<file path="src/rtl/axis_demux_1_2.sv">
// ---------------------------------------------------------------------------
// axis_demux_1_2
//   1-to-2 AXI-Stream packet router. The route of a packet is taken from sel
//   on its first beat and held until its last beat, so a packet never splits
//   across outputs. Each output owns a 2-entry {data,last} buffer, giving a
//   registered output path, 1-cycle latency and full throughput.
//
// Ports
//   clk, reset            clock (rising edge), async active-low reset
//   sel                   route for the next packet start (0 -> out 1, 1 -> out 2)
//   s_data/s_valid/s_last slave input beat, s_ready accept
//   m_*_1 / m_*_2         master outputs 1 and 2
//   pkt_cnt_1/pkt_cnt_2   packets fully delivered per output (wrapping)
//   busy                  high while a packet is in progress (FSM in PKT)
// ---------------------------------------------------------------------------

// Per-output 2-entry buffer with delivered-packet counter.
// ent0 is always the head; ent1 holds the second beat when count is 2.
module axis_demux_buf #(
    parameter int DATA_W = 8,
    parameter int CNT_W  = 16
) (
    input  logic              clk,
    input  logic              rst_n,
    input  logic              push_i,
    input  logic [DATA_W-1:0] data_i,
    input  logic              last_i,
    input  logic              ready_i,
    output logic              valid_o,
    output logic [DATA_W-1:0] data_o,
    output logic              last_o,
    output logic              full_o,
    output logic [CNT_W-1:0]  pkt_cnt_o
);
    logic [1:0]       cnt_q, cnt_d;
    logic [DATA_W:0]  ent0_q, ent0_d;
    logic [DATA_W:0]  ent1_q, ent1_d;
    logic [CNT_W-1:0] pkt_q, pkt_d;
    logic             pop;

    assign pop = (cnt_q != 2'd0) && ready_i;

    always_comb begin
        cnt_d  = cnt_q;
        ent0_d = ent0_q;
        ent1_d = ent1_q;
        pkt_d  = pkt_q;
        case ({push_i, pop})
            2'b10: begin
                if (cnt_q == 2'd0) ent0_d = {last_i, data_i};
                else               ent1_d = {last_i, data_i};
                cnt_d = cnt_q + 2'd1;
            end
            2'b01: begin
                ent0_d = ent1_q;
                cnt_d  = cnt_q - 2'd1;
            end
            2'b11: begin
                // Count unchanged; the incoming beat goes behind whatever
                // remains after the head leaves.
                if (cnt_q == 2'd1) begin
                    ent0_d = {last_i, data_i};
                end else begin
                    ent0_d = ent1_q;
                    ent1_d = {last_i, data_i};
                end
            end
            default: ;
        endcase
        if (pop && ent0_q[DATA_W]) pkt_d = pkt_q + CNT_W'(1);
    end

    always_ff @(posedge clk or negedge rst_n) begin
        if (!rst_n) begin
            cnt_q  <= 2'd0;
            ent0_q <= '0;
            ent1_q <= '0;
            pkt_q  <= '0;
        end else begin
            cnt_q  <= cnt_d;
            ent0_q <= ent0_d;
            ent1_q <= ent1_d;
            pkt_q  <= pkt_d;
        end
    end

    assign valid_o   = (cnt_q != 2'd0);
    assign data_o    = ent0_q[DATA_W-1:0];
    assign last_o    = ent0_q[DATA_W];
    assign full_o    = cnt_q[1];
    assign pkt_cnt_o = pkt_q;
endmodule

module axis_demux_1_2 #(
    parameter int DATA_W = 8,
    parameter int CNT_W  = 16
) (
    input  logic              clk,
    input  logic              reset,
    input  logic              sel,
    input  logic [DATA_W-1:0] s_data,
    input  logic              s_valid,
    output logic              s_ready,
    input  logic              s_last,
    output logic [DATA_W-1:0] m_data_1,
    output logic              m_valid_1,
    input  logic              m_ready_1,
    output logic              m_last_1,
    output logic [DATA_W-1:0] m_data_2,
    output logic              m_valid_2,
    input  logic              m_ready_2,
    output logic              m_last_2,
    output logic [CNT_W-1:0]  pkt_cnt_1,
    output logic [CNT_W-1:0]  pkt_cnt_2,
    output logic              busy
);
    localparam int NUM_OUT = 2;

    typedef enum logic {IDLE = 1'b0, PKT = 1'b1} state_e;

    state_e state_q;
    logic   route_q;
    logic   target;
    logic   acc;

    logic [NUM_OUT-1:0]             push_v;
    logic [NUM_OUT-1:0]             ready_v;
    logic [NUM_OUT-1:0]             valid_v;
    logic [NUM_OUT-1:0]             last_v;
    logic [NUM_OUT-1:0]             full_v;
    logic [NUM_OUT-1:0][DATA_W-1:0] data_v;
    logic [NUM_OUT-1:0][CNT_W-1:0]  cnt_v;

    // sel only matters at a packet start; mid-packet the latched route wins.
    assign target = (state_q == IDLE) ? sel : route_q;

    // Held low during reset so nothing is accepted while buffers are flushed.
    assign s_ready = reset && !full_v[target];
    assign acc     = s_valid && s_ready;

    assign push_v  = {acc && target, acc && !target};
    assign ready_v = {m_ready_2, m_ready_1};

    always_ff @(posedge clk or negedge reset) begin
        if (!reset) begin
            state_q <= IDLE;
            route_q <= 1'b0;
        end else if (acc) begin
            case (state_q)
                IDLE: begin
                    route_q <= sel;
                    state_q <= s_last ? IDLE : PKT;
                end
                PKT: begin
                    if (s_last) state_q <= IDLE;
                end
                default: state_q <= IDLE;
            endcase
        end
    end

    for (genvar g = 0; g < NUM_OUT; g++) begin : g_out
        axis_demux_buf #(
            .DATA_W (DATA_W),
            .CNT_W  (CNT_W)
        ) u_buf (
            .clk       (clk),
            .rst_n     (reset),
            .push_i    (push_v[g]),
            .data_i    (s_data),
            .last_i    (s_last),
            .ready_i   (ready_v[g]),
            .valid_o   (valid_v[g]),
            .data_o    (data_v[g]),
            .last_o    (last_v[g]),
            .full_o    (full_v[g]),
            .pkt_cnt_o (cnt_v[g])
        );
    end

    assign m_data_1  = data_v[0];
    assign m_valid_1 = valid_v[0];
    assign m_last_1  = last_v[0];
    assign m_data_2  = data_v[1];
    assign m_valid_2 = valid_v[1];
    assign m_last_2  = last_v[1];
    assign pkt_cnt_1 = cnt_v[0];
    assign pkt_cnt_2 = cnt_v[1];
    assign busy      = (state_q == PKT);
endmodule

</file>
<file path="config.mk">
export PLATFORM = sky130hd
export DESIGN_NAME = axis_demux_1_2
export DESIGN_NICKNAME = d
export VERILOG_FILES = /design/src/rtl/axis_demux_1_2.sv
export SDC_FILE = /design/constraint.sdc
export NUM_CORES = 1
export LEC_CHECK = 0
export ABC_AREA = 1
export BUFFER_PORTS_ARGS = -buffer_cell sky130_fd_sc_hd__buf_2
export CELL_PAD_IN_SITES_DETAIL_PLACEMENT = 0
export CELL_PAD_IN_SITES_GLOBAL_PLACEMENT = 2
export CORE_ASPECT_RATIO = 1.5
export CORE_UTILIZATION = 30
export DETAILED_ROUTE_END_ITERATION = 7
export PLACE_DENSITY_LB_ADDON = 0.1
export SLEW_MARGIN = 5
export SYNTH_ARGS = -nofsm -noshare
export SYNTH_HDL_FRONTEND = slang
export SYNTH_HIERARCHICAL = 1
export SYNTH_SLANG_ARGS = --single-unit
</file>
<file path="constraint.sdc">
create_clock -name clk -period 1.94 [get_ports clk]
set_clock_uncertainty 0.05 [all_clocks]
set_input_delay 0.194 -clock clk [delete_from_list [all_inputs] [get_ports clk]]
set_output_delay 0.194 -clock clk [all_outputs]
set_load 0.005 [all_outputs]
</file>
==> flow_metrics.tcl <==
set metrics [dict create \
    synth_area_per_cell_um2 8.24 \
    via_per_inst 4.45 \
    synth_nets 511 \
    slew_violations 0 \
    n_antenna_cell 0 \
    synthArstFlopShare_pct 100 \
    start_kind "flop" \
    rrSetupSlack_ns 0.001 \
    area_growth_pct 36.7 \
    setup_tns_ns 0 \
    status "complete, no violations" \
    port_buffers 68 \
    cts_sinks 74 \
    cts_tree "done" \
    slowest_delay_ns 0.40 \
    die_area_um2 13700 \
    swShare_pct 36.3 \
    avgRoutedWirePerCell_um 13.9 \
    p_leak_nw 2.75 \
    endpoint_kind "flop" \
    place.gp.congestion 0.771 \
    syn-cell-area_um2 3960 \
    die_w_um 95.8 \
    h-tree-depth 3 \
    crit_end "g_out[1].u_buf/ent1_q[6]$_DFFE_PN0P_" \
    fin_crit_ns 1.94 \
    arrival_ns 2.09 \
    stdcell_area_um2 5410 \
    drc 0 \
    rows 51 \
    grtUsageTotal_pct 16.0 \
    grt_overflow_total 0 \
    regArea_um2 1850 \
    dp_hpwl_mm 7.61 \
    startpoint "g_out[1].u_buf/cnt_q[1]$_DFFE_PN0P_" \
    hold_violations 0 \
    setup_slack_ns 0.00101 \
    wl_mm 10.5 \
    finalSetupViolations 0 \
    powerDensity_nw_per_um2 1360 \
    ant_nets 0 \
    ioPinCount 69 \
    grt_max_degree 68 \
    nNetsFinal 626 \
    layout-drive-gt1-share_pct 32.4 \
    hp-class "in -> reg" \
    cts_root_buffer "clkbuf_16" \
    rr_startpoint "g_out[1].u_buf/cnt_q[1]$_DFFE_PN0P_" \
    synth_edf_count 0 \
    max_freq_ghz 0.516 \
    grt_pass1_wl_mm 16.4 \
    ys.flop_type "dfrtp_1" \
    critPathSlowestCell "dfrtp_1" \
    antenna_found_initial 0 \
    firstDrtPassIters 4 \
    die_h_um 143 \
    ir_drop_mv 0.725 \
    worstRegToRegCells 10 \
    dp_slack_ns -0.113 \
    reg2reg_to "g_out[1].u_buf/ent1_q[6]$_DFFE_PN0P_" \
    path_clk_slew_ns 0.06 \
    place_area_um2 4710 \
    numCtsBuffers 9 \
    yosys_warnings 6 \
    grt_setup_unrepaired "yes" \
    critPathRequiredTime_ns 2.09 \
    crit_path_max_fanout 5 \
    sequentialPowerShare_pct 33.8 \
    n_fill_cell 1343 \
    multi_input_area_um2 2000 \
    fin_crit_sh_pct 99.9 \
    combPwrFrac_pct 42.2 \
    synth_cell_types 30 \
    worst_pin_slew_ns 0.922 \
    grt_pass1_vias 3272 \
    power.switching_mw 2.67 \
    slew_headroom_pct 38.6 \
    worstSkewPairLatency_ns 0.32 \
    coreArea_um2 13000 \
    p_int_mw 4.68 \
    ys_ff_latch 74 \
    clockPowerShare_pct 24.0 \
    drt_iter0_drc 78 \
    maxCapViolCount 0 \
    cts_buffer_depth 2 \
    num_vias 3365 \
    start_util_pct 30.6 \
    seq_area_frac_synth_pct 46.8 \
    criticalPathCategory "reg -> reg" \
    path_cells "inv_1 -> ha_4 -> inv_2 -> nand2_4 -> inv_1 -> ha_4 -> buf_6 -> o211ai_4 -> clkbuf_16 -> o21ai_0" \
    synthCells 480 \
]
## area by class of cell
cell class	count	area share, %
Clock buffer	11	4.49
Clock inverter	3	1.20
Inverter	78	5.46
Multi-Input combinational cell	324	37.0
Sequential cell	74	34.2
Tap cell	159	3.68
Timing Repair Buffer	108	14.0
## power groups by stage
stage	Combinational (mW)	Sequential [mW]	Clock [mW]
final	3.10	2.48	1.76
after global routing	3.48	2.56	1.91
after CTS	2.66	2.49	1.84
after detailed placement	2.62	2.51	0
after global placement	2.61	2.50	0
after floorplan	1.52	2.46	0
## registers in the layout (all words and copies together), names as in the netlist
register	flops
g_out.u_buf/pkt_cnt_o	32
route_q	1
busy	1
g_out.u_buf/cnt_q	4
g_out.u_buf/ent0_q	18
g_out.u_buf/ent1_q	18
## Yosys cell counts, types with 2 or more instances
cell        n  area (um^2)
inv_1      76          285
dfrtp_1    74         1850
inv_2       2         7.51
nand2_2     7         43.8
nor2_2      7         43.8
nand3_4     2         35.0
xnor2_1    12          105
xor2_1      8         70.1
o21ai_1     2         10.0
buf_4       3         22.5
o22ai_1    12         75.1
nor2_4      6         67.6
nand3_2     2         20.0
nand3_1    13         65.1
a31oi_1     6         37.5
a21oi_1     6         30.0
o21ai_0    23          115
nand4_1    12         75.1
mux2_2      2         22.5
o211ai_2    2         25.0
nand2_1   146          548
nor3_1      3         15.0
nand2_4     2         22.5
ha_1       16          200
nor2_1     31          116
## cell usage in the layout (no fill, tap or decap), types with 10 or more instances in the layout
| cell type | Yosys | layout |
|---|---|---|
| dfrtp_1 | 74 | 74 |
| xnor2_1 | 12 | 12 |
| clkbuf_16 | 0 | 12 |
| buf_2 | 0 | 67 |
| nor2_1 | 31 | 30 |
| o21ai_1 | 2 | 12 |
| nand2_2 | 7 | 13 |
| buf_4 | 3 | 26 |
| inv_1 | 76 | 67 |
| nand2_1 | 146 | 138 |
| nand3_1 | 13 | 11 |
| nand4_1 | 12 | 12 |
| inv_2 | 2 | 10 |
## logic make-up (layout without fill, tap and decap cells)
family / after synthesis / count (layout) / synth area share [%]
AO/OA/AOI/OAI: 53 / 53 / 7.81
XOR/XNOR: 20 / 20 / 4.43
adder cells (fa/ha/maj): 16 / 16 / 5.06
buffers and inverters: 82 / 200 / 8.09
flip-flops: 74 / 74 / 46.8
multiplexers: 2 / 2 / 0.569
AND/OR/NAND/NOR: 233 / 233 / 27.3
## worst min path at each step
stage | startpoint | end | slack [ns] | cells after the start
4_1_cts | s_valid | busy$_DFFE_PN0P_ | 0.1 | 3
6_report | s_data[6] | g_out[0].u_buf/ent1_q[6]$_DFFE_PN0P_ | 0.09 | 3
3_5_place_dp | reset | busy$_DFFE_PN0P_ | 0.10 | 2
2_1_floorplan | reset | busy$_DFFE_PN0P_ | -0.15 | 0
3_3_place_gp | reset | busy$_DFFE_PN0P_ | 0.10 | 2
5_1_grt | s_data[6] | g_out[0].u_buf/ent1_q[6]$_DFFE_PN0P_ | 0.11 | 3
## repair_timing
| action | in CTS | in global routing |
|---|---|---|
| buffers inserted | 0 | 6 |
| hold buffers | 1 | 0 |
| gates cloned | 0 | 5 |
| pin swaps | 0 | 14 |
| endpoints found under the hold margin | 7 | 0 |
| setup endpoints to repair | 19 | 39 |
| gates resized for setup | 6 | 69 |
## per-layer routing
layer | track usage (%) | up-vias | wire [um]
li1 | - | 1737 | -
met1 | 18.7 | 1567 | 4390
met2 | 28.6 | 55 | 5650
met3 | 3.19 | 6 | 415
met4 | 5.42 | 0 | 93
met5 | 0 | - | 0
## metrics by stage
step / cells / utilization [%] / power, mW / hold WS [ns]
finish: 757 / 41.8 / 7.35 / 0.0943
global route: 757 / 41.8 / 7.95 / 0.106
CTS: 747 / 38.9 / 6.99 / 0.0972
detailed placement: 732 / 36.4 / 5.14 / 0.101
global placement: 732 / 36.4 / 5.12 / 0.102
floorplan: 480 / - / 3.98 / -0.152
## critical path: cells and delay by family, from the launching register on
family | cells | cell delay, ns
flip-flops | 1 | 0.40
adder cells (fa/ha/maj) | 2 | 0.36
AO/OA/AOI/OAI | 2 | 0.34
buffers and inverters | 5 | 0.61
AND/OR/NAND/NOR | 1 | 0.05
Note: power is estimated with default switching activity, not from simulation.
